## src/rtl/ranger_pkg.sv

```systemverilog
// ranger_pkg: shared types and constants for the echo_ranger block.
//   state_t  - measurement FSM states
//   bcd_t    - one BCD digit
//   BCD_SAT  - largest BCD digit, also the "no reading" fill value
//   bcd_inc  - single-digit BCD increment with wrap 9 -> 0
package ranger_pkg;

    typedef enum logic [2:0] {
        IDLE      = 3'd0,
        TRIG      = 3'd1,
        WAIT_RISE = 3'd2,
        MEASURE   = 3'd3,
        DONE_OK   = 3'd4,
        DONE_BAD  = 3'd5,
        HOLD      = 3'd6
    } state_t;

    typedef logic [3:0] bcd_t;

    localparam bcd_t BCD_SAT = 4'd9;

    function automatic bcd_t bcd_inc(input bcd_t d);
        return (d == BCD_SAT) ? bcd_t'(0) : bcd_t'(d + 4'd1);
    endfunction

endpackage

```

## src/rtl/bcd_counter4.sv

```systemverilog
// bcd_counter4: four-digit cascaded BCD up-counter used as the centimetre
// accumulator.
//   clk, reset    - clock, asynchronous active-low reset
//   clear         - synchronous clear to 0000
//   inc           - add one (ignored while clear is high)
//   d0..d3        - units, tens, hundreds, thousands
//   next_exceeds  - high when one more increment would pass MAX_CM
module bcd_counter4
    import ranger_pkg::*;
#(
    parameter int MAX_CM = 400
) (
    input  logic clk,
    input  logic reset,
    input  logic clear,
    input  logic inc,
    output bcd_t d0,
    output bcd_t d1,
    output bcd_t d2,
    output bcd_t d3,
    output logic next_exceeds
);

    // MAX_CM split into BCD at elaboration. Packed BCD orders the same way
    // as the numbers it encodes, so a plain 16-bit compare works.
    localparam logic [15:0] MAX_BCD = {bcd_t'((MAX_CM / 1000) % 10),
                                       bcd_t'((MAX_CM / 100) % 10),
                                       bcd_t'((MAX_CM / 10) % 10),
                                       bcd_t'(MAX_CM % 10)};

    logic c0, c1, c2;

    // value + 1 > MAX_CM  <=>  value >= MAX_CM
    assign next_exceeds = ({d3, d2, d1, d0} >= MAX_BCD);

    // Ripple carries: a digit advances when every lower digit is at 9.
    assign c0 = inc & (d0 == BCD_SAT);
    assign c1 = c0  & (d1 == BCD_SAT);
    assign c2 = c1  & (d2 == BCD_SAT);

    always_ff @(posedge clk or negedge reset) begin
        if (!reset) begin
            d0 <= '0;
            d1 <= '0;
            d2 <= '0;
            d3 <= '0;
        end else if (clear) begin
            d0 <= '0;
            d1 <= '0;
            d2 <= '0;
            d3 <= '0;
        end else begin
            if (inc) d0 <= bcd_inc(d0);
            if (c0)  d1 <= bcd_inc(d1);
            if (c1)  d2 <= bcd_inc(d2);
            if (c2)  d3 <= bcd_inc(d3);
        end
    end

endmodule

```

## src/rtl/echo_ranger.sv

```systemverilog
// echo_ranger: ultrasonic ranging front end. Fires a trigger pulse, times the
// echo width in whole centimetres via a per-cm prescaler feeding a BCD
// counter, and presents the result as four BCD digits.
//   clk, reset      - clock, asynchronous active-low reset
//   enable          - run measurements back-to-back while high
//   echo            - raw asynchronous sensor echo
//   trig            - sensor trigger pulse
//   digit0..digit3  - result, units .. thousands (9999 = no reading)
//   valid           - one-cycle strobe when the digits update
//   no_echo         - last result was a timeout or out of range
//   busy            - FSM not in IDLE
//   dbg_state       - current FSM state
//
// Handshake: valid is a single-cycle strobe with no back-pressure; the digits
// and no_echo change on the same edge that raises valid and then hold until
// the next strobe, so a consumer may sample them at any time.
module echo_ranger
    import ranger_pkg::*;
#(
    parameter int TRIG_CYCLES   = 500,
    parameter int CYCLES_PER_CM = 2900,
    parameter int MAX_CM        = 400,
    parameter int WAIT_TIMEOUT  = 1_500_000,
    parameter int PERIOD_CYCLES = 3_000_000
) (
    input  logic   clk,
    input  logic   reset,
    input  logic   enable,
    input  logic   echo,
    output logic   trig,
    output bcd_t   digit0,
    output bcd_t   digit1,
    output bcd_t   digit2,
    output bcd_t   digit3,
    output logic   valid,
    output logic   no_echo,
    output logic   busy,
    output state_t dbg_state
);

    localparam int PHASE_MAX = (TRIG_CYCLES > WAIT_TIMEOUT) ? TRIG_CYCLES : WAIT_TIMEOUT;
    localparam int PHW = $clog2(PHASE_MAX + 1);
    localparam int PRW = (CYCLES_PER_CM > 1) ? $clog2(CYCLES_PER_CM) : 1;
    localparam int PDW = $clog2(PERIOD_CYCLES + 1);

    localparam logic [PHW-1:0] TRIG_LAST   = PHW'(TRIG_CYCLES - 1);
    localparam logic [PHW-1:0] WAIT_LAST   = PHW'(WAIT_TIMEOUT - 1);
    localparam logic [PRW-1:0] PRESC_LAST  = PRW'(CYCLES_PER_CM - 1);
    localparam logic [PDW-1:0] PERIOD_LAST = PDW'(PERIOD_CYCLES - 1);
    localparam logic [PDW-1:0] PERIOD_SAT  = PDW'(PERIOD_CYCLES);

    state_t         state, next_state;
    logic           echo_meta, echo_s, echo_prev;
    logic           rise, fall;
    logic [PHW-1:0] phase_cnt;
    logic [PRW-1:0] presc;
    logic [PDW-1:0] period_cnt;
    logic           presc_wrap, period_done;
    logic           work_clear, work_inc, work_exceeds;
    bcd_t           w0, w1, w2, w3;

    // Two-flop synchroniser plus one more flop for edge detection.
    always_ff @(posedge clk or negedge reset) begin
        if (!reset) begin
            echo_meta <= 1'b0;
            echo_s    <= 1'b0;
            echo_prev <= 1'b0;
        end else begin
            echo_meta <= echo;
            echo_s    <= echo_meta;
            echo_prev <= echo_s;
        end
    end

    assign rise        = echo_s & ~echo_prev;
    assign fall        = ~echo_s & echo_prev;
    assign presc_wrap  = (presc == PRESC_LAST);
    assign period_done = (period_cnt >= PERIOD_LAST);
    assign dbg_state   = state;

    always_ff @(posedge clk or negedge reset) begin
        if (!reset) state <= IDLE;
        else        state <= next_state;
    end

    always_comb begin
        next_state = state;
        work_clear = 1'b0;
        work_inc   = 1'b0;
        case (state)
            IDLE: begin
                if (enable) next_state = TRIG;
            end
            TRIG: begin
                if (phase_cnt == TRIG_LAST) next_state = WAIT_RISE;
            end
            WAIT_RISE: begin
                // Only a genuine rising edge starts a measurement; an echo
                // already high when the trigger ends is left to time out.
                if (rise) begin
                    next_state = MEASURE;
                    work_clear = 1'b1;
                end else if (phase_cnt == WAIT_LAST) begin
                    next_state = DONE_BAD;
                end
            end
            MEASURE: begin
                // The fall cycle itself is still counted so that the reading
                // covers the full synchronised high time.
                if (presc_wrap && work_exceeds) begin
                    next_state = DONE_BAD;
                end else begin
                    work_inc = presc_wrap;
                    if (fall) next_state = DONE_OK;
                end
            end
            DONE_OK, DONE_BAD: begin
                next_state = HOLD;
            end
            HOLD: begin
                // After a bad reading the echo may still be high; a new
                // trigger is held off until the line is quiet.
                if (period_done && (!no_echo || !echo_s))
                    next_state = enable ? TRIG : IDLE;
            end
            default: next_state = IDLE;
        endcase
    end

    // Shared phase counter: trigger width in TRIG, timeout in WAIT_RISE.
    always_ff @(posedge clk or negedge reset) begin
        if (!reset) begin
            phase_cnt <= '0;
        end else if ((next_state != state) || !((state == TRIG) || (state == WAIT_RISE))) begin
            phase_cnt <= '0;
        end else begin
            phase_cnt <= phase_cnt + PHW'(1);
        end
    end

    always_ff @(posedge clk or negedge reset) begin
        if (!reset) begin
            presc <= '0;
        end else if (work_clear) begin
            presc <= '0;
        end else if (state == MEASURE) begin
            presc <= presc_wrap ? '0 : presc + PRW'(1);
        end
    end

    // Period counter restarts on every trigger rise and saturates so that a
    // long HOLD (waiting for the echo to drop) cannot wrap it.
    always_ff @(posedge clk or negedge reset) begin
        if (!reset) begin
            period_cnt <= '0;
        end else if ((next_state == TRIG) && (state != TRIG)) begin
            period_cnt <= '0;
        end else if (period_cnt != PERIOD_SAT) begin
            period_cnt <= period_cnt + PDW'(1);
        end
    end

    bcd_counter4 #(
        .MAX_CM(MAX_CM)
    ) u_work (
        .clk         (clk),
        .reset       (reset),
        .clear       (work_clear),
        .inc         (work_inc),
        .d0          (w0),
        .d1          (w1),
        .d2          (w2),
        .d3          (w3),
        .next_exceeds(work_exceeds)
    );

    // Registered outputs. trig and busy are decoded from next_state so they
    // line up exactly with the state register.
    always_ff @(posedge clk or negedge reset) begin
        if (!reset) begin
            trig    <= 1'b0;
            busy    <= 1'b0;
            valid   <= 1'b0;
            no_echo <= 1'b0;
            digit0  <= '0;
            digit1  <= '0;
            digit2  <= '0;
            digit3  <= '0;
        end else begin
            trig  <= (next_state == TRIG);
            busy  <= (next_state != IDLE);
            valid <= (state == DONE_OK) || (state == DONE_BAD);
            if (state == DONE_OK) begin
                digit0  <= w0;
                digit1  <= w1;
                digit2  <= w2;
                digit3  <= w3;
                no_echo <= 1'b0;
            end else if (state == DONE_BAD) begin
                digit0  <= BCD_SAT;
                digit1  <= BCD_SAT;
                digit2  <= BCD_SAT;
                digit3  <= BCD_SAT;
                no_echo <= 1'b1;
            end
        end
    end

endmodule

```

## config.mk

```make
export PLATFORM = sky130hd
export DESIGN_NAME = echo_ranger
export DESIGN_NICKNAME = d
export VERILOG_FILES = /design/src/rtl/ranger_pkg.sv /design/src/rtl/bcd_counter4.sv /design/src/rtl/echo_ranger.sv
export SDC_FILE = /design/constraint.sdc
export NUM_CORES = 1
export LEC_CHECK = 0
export BUFFER_PORTS_ARGS = -buffer_cell sky130_fd_sc_hd__buf_2
export CAP_MARGIN = 20
export CORE_ASPECT_RATIO = 0.8
export CORE_MARGIN = 3
export CORE_UTILIZATION = 66
export CTS_CLUSTER_DIAMETER = 30
export DETAILED_ROUTE_END_ITERATION = 7
export MAX_ROUTING_LAYER = met4
export PLACE_DENSITY = 0.83
export SETUP_SLACK_MARGIN = 0.2
export SLEW_MARGIN = 20
export SYNTH_ARGS = -nofsm -noshare
export SYNTH_HDL_FRONTEND = slang
export SYNTH_SLANG_ARGS = --single-unit
```

## constraint.sdc

```tcl
create_clock -name clk -period 4.2 [get_ports clk]
set_clock_uncertainty 0.1 [all_clocks]
set_input_delay 0.42 -clock clk [delete_from_list [all_inputs] [get_ports clk]]
set_output_delay 0.42 -clock clk [all_outputs]
set_load 0.05 [all_outputs]
```

==> impl_metrics.yaml <==
routing:
  drc_errors: 0
  route.antenna.remaining_nets: 0
  detail_route.wl_per_cell_um: 16.69
  postRouteWirelength_um: 11350
  first_iter_violations: 369
  firstDrtPassIters: 5
  route.vias.total: 4213
  drt-vias-per-instance: 6.196
clock_tree:
  cts_buffer_depth: 2
  clockRootBuffer: "clkbuf_8"
  cts-buffers-inserted: 9
  cts_post_setup_buffers_inserted: 0
  clock-sinks: 97
  clock_tree.htree_level_count: 3
  ctsResizeCount: 0
  clock_latency_of_the_later_clocked_register_in_the_worst_skew_pair_ps: 370
  cts.reportedPaths.clkPinSlew_ps: 90
  cts_tree: "yes"
  postCtsHoldBufs: 0
floorplan:
  dieArea_um2: 9071
  core.rowCount: 28
  core_area_um2: 7567
  initial_utilization_pct: 69.41
  die_h_um: 85.79
  fp.dieW_um: 105.7
  ios: 27
critical_path:
  worst_setup_sp: "phase_cnt[0]$_DFF_PN0_"
  critPathMaxFanout: 21
  crit_type: "flop to flop"
  worst_ep_arrival_time_ps: 3250
  crit_path_start_kind: "flop"
  timing.critical_path.to_type: "flop"
  critical_path.cell_chain: "ha_1 -> nand3_1 -> or4_1 -> o41ai_1 -> a211o_1 -> nand2b_1 -> a211oi_1"
  cp_slowest_cell: "nand2b_1"
  slowest_delay_ps: 670
  worstPathRequired_ps: 4310
  worstReg2RegStart: "phase_cnt[0]$_DFF_PN0_"
timing:
  timing.final.crit_share_pct: 74.74
  total_setup_violations_reported_at_the_end_of_the_flow: 0
  final.hold.worst_slack_ps: 48.00
  setup_ws_ps: 1061
  rsz0062_at_grt: "no"
  hold_violations: 0
  timing.setup.tns_ps: 0
  timing.fmax_ghz: 0.3185
  tightest_slew_ps: 865.5
  finalCriticalPeriod_ps: 3139
  timing.slew.headroom_pct: 42.13
  drv_slew: 0
power_and_ir_drop:
  powerDensity_nw_per_um2: 327.5
  irDropWorstVdd_mv: 0.2981
  power.net_switching_mw: 0.5006
  switching_share_pct: 27.03
  combinationalPowerShare_pct: 11.2
  p_seq_share_pct: 58.3
  p_leak_nw: 2.419
  design_internal_power_mw: 1.351
  share_clk_of_total_power_pct: 30.4
logic_synthesis:
  synth-async-reset-ratio_pct: 100.0
  ys_warn_count: 0
  ys_seq_area_share_pct: 46.21
  library_cells_used_by_synthesis: 64
  netlist_instances: 548
  area_of_the_mapped_netlist_um2: 5253
  number_of_register_bits_inferred_by_synthesis: 97
  avgSynthCellArea_um2: 9.585
  synthesis.nets: 569
  synthFlopType: "dfrtp_1"
  edff_count_synth: 0
grt:
  track_usage_pct: 28.03
  grt_max_degree: 68
  global_route.overflow_total: 0
  first_global_vias: 4150
  antenna_violations_before_repair: 0
  grt_first_pass_wirelength_um: 19850
final_layout:
  area.sequential_um2: 2427
  final_net_count: 592
  multi_input_combinational_cell_area_um2: 2650
  filler_cell_count: 548
  drive_above_1_share_pct: 14.96
  layout-area-overhead-vs-synth_pct: 7.646
  n_antenna_cell: 0
place:
  gpl.final_weighted_congestion: 0.9186
  port_buffers: 26
  detailedPlacementHpwl_um: 7881
  place_ws_ps: 1111
outcome:
  status: "complete, no violations"
worst_hold_path:
  min-delay-path-class: "input pin to async pin"
flow_run:
  drv_cap: 0
per-layer routing:
metal	up-vias	GRT usage [%]	routed length [um]
met5	-	-	0
met4	0	8.235	153
met3	14	6.095	696
met2	144	44.04	5323
met1	2050	37.18	5175
li1	2005	-	-
critical path: cells and delay by family, from the launching register on:
kind	cells	cell delay, ps
and+or+nand+nor	3	1520
AOI/OAI and AO/OA	3	740
DFF	1	400
adders and majority gates	1	220
placed cells by master (no fill, tap or decap), types with 2 or more instances in the layout:
cell type	Yosys	routed
clkbuf_8	0	12
a211oi_1	21	21
buf_2	5	25
a21oi_1	26	26
and3_1	8	8
nand3_1	27	27
dfrtp_1	97	97
mux2i_1	3	3
and2_1	2	2
nor2_1	45	45
or3_1	8	8
ha_1	17	17
buf_4	0	8
or2_2	5	5
nor3_1	20	20
nand2b_1	3	3
o211ai_1	2	2
nor2b_1	5	5
o21ai_0	23	23
a21oi_2	20	20
and4_1	2	2
nand3b_1	4	4
a31oi_1	5	5
nand4_1	15	15
or4_1	3	3
nand4b_1	5	5
nor4_1	8	8
xor2_1	23	23
xnor2_1	20	20
nand2_1	55	55
inv_1	19	19
o31ai_1	4	4
cells in the mapped netlist, drive strengths merged (2+ instances only):
cell type,number,area (um^2)
or4,4,33.78
nand3b,4,30.03
nor3,21,110.1
or2,5,31.28
nor4,9,62.56
a211oi,21,157.7
nand4b,5,43.79
ha,17,212.7
dfrtp,97,2427
a21oi,46,305.3
or3,9,61.31
inv,20,75.07
o21bai,2,15.01
o21ai,24,123.9
and4,2,17.52
nor2b,5,31.28
xnor2,20,175.2
a31oi,5,31.28
o31ai,5,51.30
mux2i,3,30.03
buf,8,51.29
and3,8,50.05
nand2b,3,18.77
nand2,55,206.5
or3b,2,17.52
or4b,2,23.77
o211ai,2,15.01
clkbuf,13,48.80
and2,2,12.51
nor2,45,168.9
nand3,28,145.1
nand4,15,93.84
xor2,23,201.4
path summary, 6_finish.rpt:
kind,cells after the start,slack (ps),end
max,7,1060,phase_cnt[14]$_DFF_PN0_
min,1,50,period_cnt[15]$_DFFE_PN0P_
max reg2reg,7,1060,phase_cnt[14]$_DFF_PN0_
min reg2reg,0,270,echo_s$_DFF_PN0_
max in group asynchronous,2,3040,presc[9]$_DFFE_PN0P_
min in group clk,1,60,echo_meta$_DFF_PN0_
final cells by class:
| type | count | area share, % |
|---|---|---|
| clock buffers | 13 | 2.987 |
| clock inverters | 2 | 0.2213 |
| inverters | 21 | 1.394 |
| multi-input cells | 409 | 46.87 |
| flip-flops and latches | 97 | 42.93 |
| well taps | 105 | 2.324 |
| repair buffers | 33 | 3.275 |
metrics by stage:
| stage | area (um^2) | std cells | util (%) | power, mW |
|---|---|---|---|---|
| finish | 5654 | 680 | 74.72 | 1.852 |
| CTS | 5654 | 680 | 74.72 | 1.864 |
| global placement | 5473 | 665 | 72.32 | 1.282 |
| floorplan | 5253 | 548 | - | 1.229 |
| detailed placement | 5473 | 665 | 72.32 | 1.299 |
| global route | 5654 | 680 | 74.72 | 1.948 |
power by group through the flow:
stage / Sequential (mW) / Combinational [mW] / Clock, mW
2_1_floorplan: 1.07 / 0.155 / 0
3_3_place_gp: 1.09 / 0.193 / 0
3_5_place_dp: 1.09 / 0.204 / 0
4_1_cts: 1.08 / 0.208 / 0.580
5_1_grt: 1.09 / 0.235 / 0.625
6_report: 1.08 / 0.208 / 0.564
logic make-up after synthesis:
kind of cell	synth area share, %
simple gates	22.75
compound gates	15.44
flops	46.21
xor+xnor	7.170
buf+inv	3.406
fa+ha+maj	4.240
mux	0.7861
registers in the layout, indices dropped and copies added (netlist names), 3 cells and up:
name and count:
digit3 4, presc 12, digit1 4, digit2 4, digit0 4, u_work.d1 4
u_work.d0 4, u_work.d3 4, u_work.d2 4, dbg_state 3, period_cnt 22, phase_cnt 21
Note: power is estimated with default switching activity, not from simulation.
